<file path="src/rtl/pipe_stage_skid_pkg.sv">
// Shared types for the inter-stage pipeline register.
// The stage payload bundles the 4x32 datapath words with the decoded control
// word, so every stage latch can be sized as DATA_W = $bits(stage_payload_t).
package pipe_stage_skid_pkg;

  typedef struct packed {
    logic [4:0] alu_op;
    logic [4:0] rd;
    logic [4:0] rs1;
    logic [4:0] rs2;
    logic [2:0] imm_sel;
    logic [1:0] wb_sel;
    logic       reg_we;
    logic       mem_re;
    logic       mem_we;
    logic       branch;
    logic       jump;
    logic [1:0] csr_op;
  } bundle_decode_t;

  typedef struct packed {
    logic [31:0]    addr;
    logic [31:0]    target;
    logic [31:0]    pc4;
    logic [31:0]    wd;
    bundle_decode_t ctrl;
  } stage_payload_t;

  localparam int STAGE_DATA_W = $bits(stage_payload_t);

endpackage

</file>
<file path="src/rtl/pipe_stage_skid.sv">
// Generic pipeline-stage register with valid/ready handshake, flush and an
// optional skid entry. out_data is always the main entry; the skid entry only
// exists to absorb one stalled beat so in_ready can be driven from a flop.
module pipe_stage_skid
  import pipe_stage_skid_pkg::*;
#(
  parameter int          DATA_W         = STAGE_DATA_W,
  parameter int unsigned SKID           = 1,
  parameter int unsigned CLEAR_ON_FLUSH = 1
) (
  input  logic              clk,
  input  logic              reset_n,
  input  logic              in_valid,
  output logic              in_ready,
  input  logic [DATA_W-1:0] in_data,
  input  logic              flush,
  output logic              out_valid,
  input  logic              out_ready,
  output logic [DATA_W-1:0] out_data,
  output logic [1:0]        count
);

  logic              main_valid;
  logic [DATA_W-1:0] main_data;
  logic              skid_valid;
  logic [DATA_W-1:0] skid_data;
  logic              acc_in;
  logic              main_free;

  // Flush discards the same-cycle input even if in_ready is high.
  assign acc_in    = in_valid & in_ready & ~flush;
  // Main can take a new value when it is empty or its current value leaves.
  assign main_free = ~main_valid | out_ready;

  generate
    if (SKID != 0) begin : g_skid
      logic              skid_valid_q;
      logic [DATA_W-1:0] skid_data_q;

      // Park an accepted beat while main is stalled; it moves to main on the next transfer out.
      always_ff @(posedge clk or negedge reset_n) begin
        if (!reset_n) begin
          skid_valid_q <= 1'b0;
          skid_data_q  <= '0;
        end else if (flush) begin
          skid_valid_q <= 1'b0;
          if (CLEAR_ON_FLUSH != 0) skid_data_q <= '0;
        end else if (skid_valid_q) begin
          if (out_ready) skid_valid_q <= 1'b0;
        end else if (acc_in && !main_free) begin
          skid_valid_q <= 1'b1;
          skid_data_q  <= in_data;
        end
      end

      assign skid_valid = skid_valid_q;
      assign skid_data  = skid_data_q;
      assign in_ready   = ~skid_valid_q;
    end else begin : g_no_skid
      assign skid_valid = 1'b0;
      assign skid_data  = '0;
      assign in_ready   = main_free;
    end
  endgenerate

  // Main entry: refill from skid first to keep FIFO order, else from the input.
  always_ff @(posedge clk or negedge reset_n) begin
    if (!reset_n) begin
      main_valid <= 1'b0;
      main_data  <= '0;
    end else if (flush) begin
      main_valid <= 1'b0;
      if (CLEAR_ON_FLUSH != 0) main_data <= '0;
    end else if (main_free) begin
      if (skid_valid) begin
        main_valid <= 1'b1;
        main_data  <= skid_data;
      end else if (acc_in) begin
        main_valid <= 1'b1;
        main_data  <= in_data;
      end else begin
        main_valid <= 1'b0;
      end
    end
  end

  assign out_valid = main_valid;
  assign out_data  = main_data;
  assign count     = {1'b0, main_valid} + {1'b0, skid_valid};

endmodule

</file>
<file path="config.mk">
export PLATFORM = sky130hd
export DESIGN_NAME = pipe_stage_skid
export DESIGN_NICKNAME = d
export VERILOG_FILES = /design/src/rtl/pipe_stage_skid_pkg.sv /design/src/rtl/pipe_stage_skid.sv
export SDC_FILE = /design/constraint.sdc
export NUM_CORES = 1
export LEC_CHECK = 0
export BUFFER_PORTS_ARGS = -buffer_cell sky130_fd_sc_hd__buf_2
export CORE_MARGIN = 1
export CORE_UTILIZATION = 54
export CTS_CLUSTER_DIAMETER = 60
export DETAILED_ROUTE_END_ITERATION = 6
export MAX_ROUTING_LAYER = met4
export PLACE_DENSITY_LB_ADDON = 0.3
export SETUP_SLACK_MARGIN = 0.5
export SLEW_MARGIN = 20
export SYNTH_ARGS = -nofsm -noshare
export SYNTH_HDL_FRONTEND = slang
export SYNTH_SLANG_ARGS = --single-unit
</file>
<file path="constraint.sdc">
create_clock -name clk -period 1.7 [get_ports clk]
set_input_delay 0.085 -clock clk [delete_from_list [all_inputs] [get_ports clk]]
set_output_delay 0.085 -clock clk [all_outputs]
set_load 0.01 [all_outputs]
</file>
# --- After elaboration in Yosys (flattened, before gate mapping) ---
# Cells that the tools add are included.
classes:
  add_sub_neg: 1
  n_eq_ne: 1
  muxes: 15
  n_bitwise: 6
  reduce_logical: 7
ops:
  columns: ["op", "count"]
  rows:
  - ["160-bit two-way mux", 7]
  - ["1-bit two-way mux", 8]
  - ["2-bit AND reduction", 2]
  - ["2-bit nonzero test", 2]
  - ["1-bit NOT", 3]
  - ["3-bit nonzero test", 1]
  - ["1-bit by 1-bit adder with 2-bit output", 1]
  - ["1-bit bitwise AND", 2]
  - ["2-bit inequality test, second input constant", 1]
  - ["1-bit logical AND", 1]
  - ["1-bit zero test", 1]
  - ["1-bit bitwise OR", 1]
totals:
  reg_bits: 322
  output_inout_bits: 164
  word_cells: 34

# --- Depth between registers and ports, before layout ---
depth:
  ltp_word: 7
  depth_mapped: 7
  mapped_depth_nobuf: 3

# --- Worst setup path after synthesis ---
# Ideal clock, no wire load.
synth_timing:
  kind: "register -> register"
  start: "register g_skid.skid_valid_q"
  end: "register main_data[60] (netlist: out_data[60])"
  setup_ns: 0.089
  arrival_ns: 1.455
  required_ns: 1.611
  slack_ns: 0.157
  stages_incl_launch_ff: 8
  n_path_buf: 4
  period_less_slack_ns: 1.543
  path_cell_list: "dfrtp_1 -> or2_1 -> buf_2 -> and2_1 -> buf_2 -> buf_6 -> buf_6 -> a211oi_2"
synth_between:
  elab_chain_len: 5
  elab_cells_between_ends: 8
synth_lines:
  columns: ["item", "line_no", "text"]
  rows:
  - ["from (decl)", "pipe_stage_skid.sv:37", "logic skid_valid_q;"]
  - ["from (signal assigned)", "pipe_stage_skid.sv:43", "skid_valid_q <= 1'b0;"]
  - ["from (signal assigned)", "pipe_stage_skid.sv:46", "skid_valid_q <= 1'b0;"]
  - ["from (signal assigned)", "pipe_stage_skid.sv:49", "if (out_ready) skid_valid_q <= 1'b0;"]
  - ["1-bit NOT", "pipe_stage_skid.sv:58", "assign in_ready = ~skid_valid_q;"]
  - ["1-bit bitwise AND (2 in series)", "pipe_stage_skid.sv:31", "assign acc_in = in_valid & in_ready & ~flush;"]
  - ["3-bit nonzero test (no line)", null, null]
  - ["2-bit AND reduction (no line)", null, null]
  - ["to (signal assigned)", "pipe_stage_skid.sv:77", "main_data <= skid_data;"]
  - ["to (signal assigned)", "pipe_stage_skid.sv:80", "main_data <= in_data;"]
  - ["to (decl)", "pipe_stage_skid.sv:24", "logic [DATA_W-1:0] main_data;"]
# Several ways; a longest one is shown, not always the timed one. The select of a mux whose other input is x is not followed.
# A chain may end at the register's enable or synchronous reset.

# --- Worst setup path after layout ---
layout_timing:
  start: "register g_skid.skid_valid_q"
  end: "register main_data[55] (netlist: out_data[55])"
# The elaborated chain is that of the path after synthesis.

==> results_dict.tcl <==
set metrics [dict create \
    status "finished, violations left" \
    violations "hold timing" \
    synth_seq_area_share 0.562 \
    synth_seq_cells 322 \
    critPathKind "flip-flop to flip-flop" \
    drt_pass1_iterations 5 \
    synthToLayoutAreaGrowth_pct 44.3 \
    path_clk_slew_ns 0.07 \
    r2r_end "out_data[55]" \
    nNetsFinal 1765 \
    hold_viol 17 \
    finalMaxSlewViolations 0 \
    cts_tree "done" \
    hpwlAfterDp_mm 23.3 \
    placedCellCount 1683 \
    period_share 0.996 \
    ctsLongestPathBuffers 3 \
    start_util 0.550 \
    synth_area_leader_cell "dfrtp_1" \
    fp.coreArea_sq_um 26100 \
    synth_cell_types 22 \
    max-cap-violations 0 \
    worst_pin_slew_ns 0.584 \
    fin_area_sq_um 20700 \
    ant_nets 0 \
    io_pins 329 \
    layout-drive-gt1-share 0.400 \
    p_leak_nw 9.38 \
    design_power_total_mw 19.8 \
    crit_start "g_skid.skid_valid_q" \
    dieArea_sq_um 27200 \
    skew_ns 0.0164 \
    irDropWorstVdd_mv 0.781 \
    dpl_worst_slack_ns 0.0178 \
    numCtsBuffers 35 \
    synth_edf_count 0 \
    fmax_ghz 0.591 \
    syn-num-nets 1265 \
    regArea_sq_um 8060 \
    r2r_slack_ns 0.007 \
    rsz0062_at_grt "true" \
    synth.top_cell.area_share 0.562 \
    slew_headroom 0.611 \
    end_kind "flip-flop" \
    clock_latency_ns 0.52 \
    wl_per_cell_um 26.3 \
    cts-htree-levels 2 \
    drc 0 \
    avgSynthCellArea_sq_um 13.0 \
    syn_area_sq_um 14300 \
    drt_first_iter_violations 1457 \
    worstPathMaxFanout 7 \
    grt-ovfl-total 0 \
    grt_pass1_wl_mm 69.2 \
    synthCells 1099 \
    tns_ns 0 \
    synthTopCellsByCount "322 x dfrtp_1, 160 x a21oi_1, 160 x a22o_1, 160 x mux2i_1, 100 x a211oi_2" \
    power_density_nw_per_um2 957 \
    gr-usage-all-layers 0.338 \
    fp.dieW_um 165 \
    placed_area_sq_um 16500 \
    hold_buffers 162 \
    yosysMostFrequentCell "dfrtp_1" \
    rows 59 \
    finalWeightedCongestion 0.828 \
    n_fill_cell 1415 \
    antenna_found_initial 0 \
    grt_pass1_vias 12500 \
    hold_slack_ns -0.0589 \
    async_flop_share 1.00 \
    reg2reg_from "g_skid.skid_valid_q" \
    worst_ep_required_time_ns 2.10 \
    vias_per_cell 6.50 \
    min_period_ns 1.69 \
    vias 12700 \
    stdcell_count 1958 \
    post-route-util 0.794 \
    synth_warnings 0 \
    grt_max_degree 95 \
    yosys-top-cells-area "dfrtp_1 56%, mux2i_1 11%, a22o_1 9.8%" \
    synth_flop_cell "dfrtp_1" \
    postLayoutSetupSlackWorst_ns 0.00708 \
    arrival_ns 2.10 \
    drt_wl_total_mm 51.5 \
    crit_end "out_data[55]" \
    die_h_um 165 \
    multiInputGateArea_sq_um 5980 \
    cts_num_sinks 322 \
    reg2reg_depth 4 \
    cp-start-kind "flip-flop" \
    io_buffer_count 328 \
    ctsRootBufferMaster "clkbuf_16" \
    hold_path.class "primary input to flip-flop" \
    setup_viol 0 \
]
==> cells in the final DEF (no fill, tap or decap), types with 2 or more instances in the layout <==
cell | Yosys | final
a211oi_1 | 60 | 23
a211oi_2 | 100 | 137
a21oi_1 | 160 | 140
a21oi_2 | 0 | 11
a21oi_4 | 0 | 9
a22o_1 | 160 | 160
and2_4 | 0 | 2
buf_12 | 0 | 31
buf_16 | 0 | 15
buf_2 | 44 | 324
buf_4 | 3 | 26
buf_6 | 19 | 9
buf_8 | 1 | 2
bufinv_16 | 0 | 3
clkbuf_1 | 57 | 5
clkbuf_16 | 0 | 53
clkbuf_8 | 0 | 8
clkinv_2 | 0 | 6
clkinv_4 | 0 | 2
dfrtp_1 | 322 | 321
dlygate4sd3_1 | 0 | 162
mux2i_1 | 160 | 159
nor2_1 | 3 | 3
==> layer usage <==
| layer | vias up | track usage | wire [um] | share of wire |
|---|---|---|---|---|
| met1 | 6442 | 0.439 | 19800 | 0.38 |
| li1 | 5227 | - | - | - |
| met4 | 0 | 0.146 | 2420 | 0.047 |
| met3 | 225 | 0.0540 | 4790 | 0.093 |
| met2 | 836 | 0.527 | 24600 | 0.48 |
| met5 | - | - | 0 | 0 |
==> critical path, stage by stage, from the launching register on <==
cell,delay (ns)
dfrtp_4,0.53
or2_4,0.29
and2_4,0.27
clkbuf_16,0.21
a211oi_2,0.28
==> flip-flops by register name (all words and copies together), names as in the netlist <==
signal	count
g_skid.skid_data_q	160
g_skid.skid_valid_q	1
out_data	160
out_valid	1
==> worst min-delay path by stage <==
stage / startpoint / endpoint / cells after the start
finish: flush / out_data[15] / 2
global route: flush / out_data[15] / 2
CTS: flush / out_data[15] / 2
detailed placement: reset_n / out_data[108] / 1
global placement: reset_n / out_data[112] / 1
floorplan: reset_n / g_skid.skid_data_q[0] / 0
==> layout make-up <==
type                            count  share of cell area
Tap cell                          335              0.0203
Inverter                            1            0.000302
Clock buffer                       49              0.0503
Sequential cell                   322               0.389
Multi-Input combinational cell    652               0.289
Timing Repair Buffer              587               0.244
Antenna cell                        1            0.000121
Clock inverter                     11             0.00665
==> power by group <==
part           switching (mW)  total, mW  internal, mW
Sequential              0.280       8.36          8.08
Combinational            1.93       3.52          1.59
Clock                    3.20       7.93          4.73
Total                    5.41       19.8          14.4
==> repair_timing <==
action,CTS,global route
endpoints found under the setup margin,326,326
cloned,10,24
buffers inserted,10,8
hold endpoints to repair,637,17
gates resized for setup,35,71
pin swaps,3,12
==> logic make-up after synthesis <==
| group | after synthesis | synth area share |
|---|---|---|
| AO/OA/AOI/OAI | 482 | 0.274 |
| flip-flops | 322 | 0.562 |
| multiplexers | 160 | 0.112 |
| buffers and inverters | 126 | 0.0483 |
| AND/OR/NAND/NOR | 8 | 0.00358 |
| adder cells (fa/ha/maj) | 1 | 0.000872 |
Power figures use the tool's default switching activity.
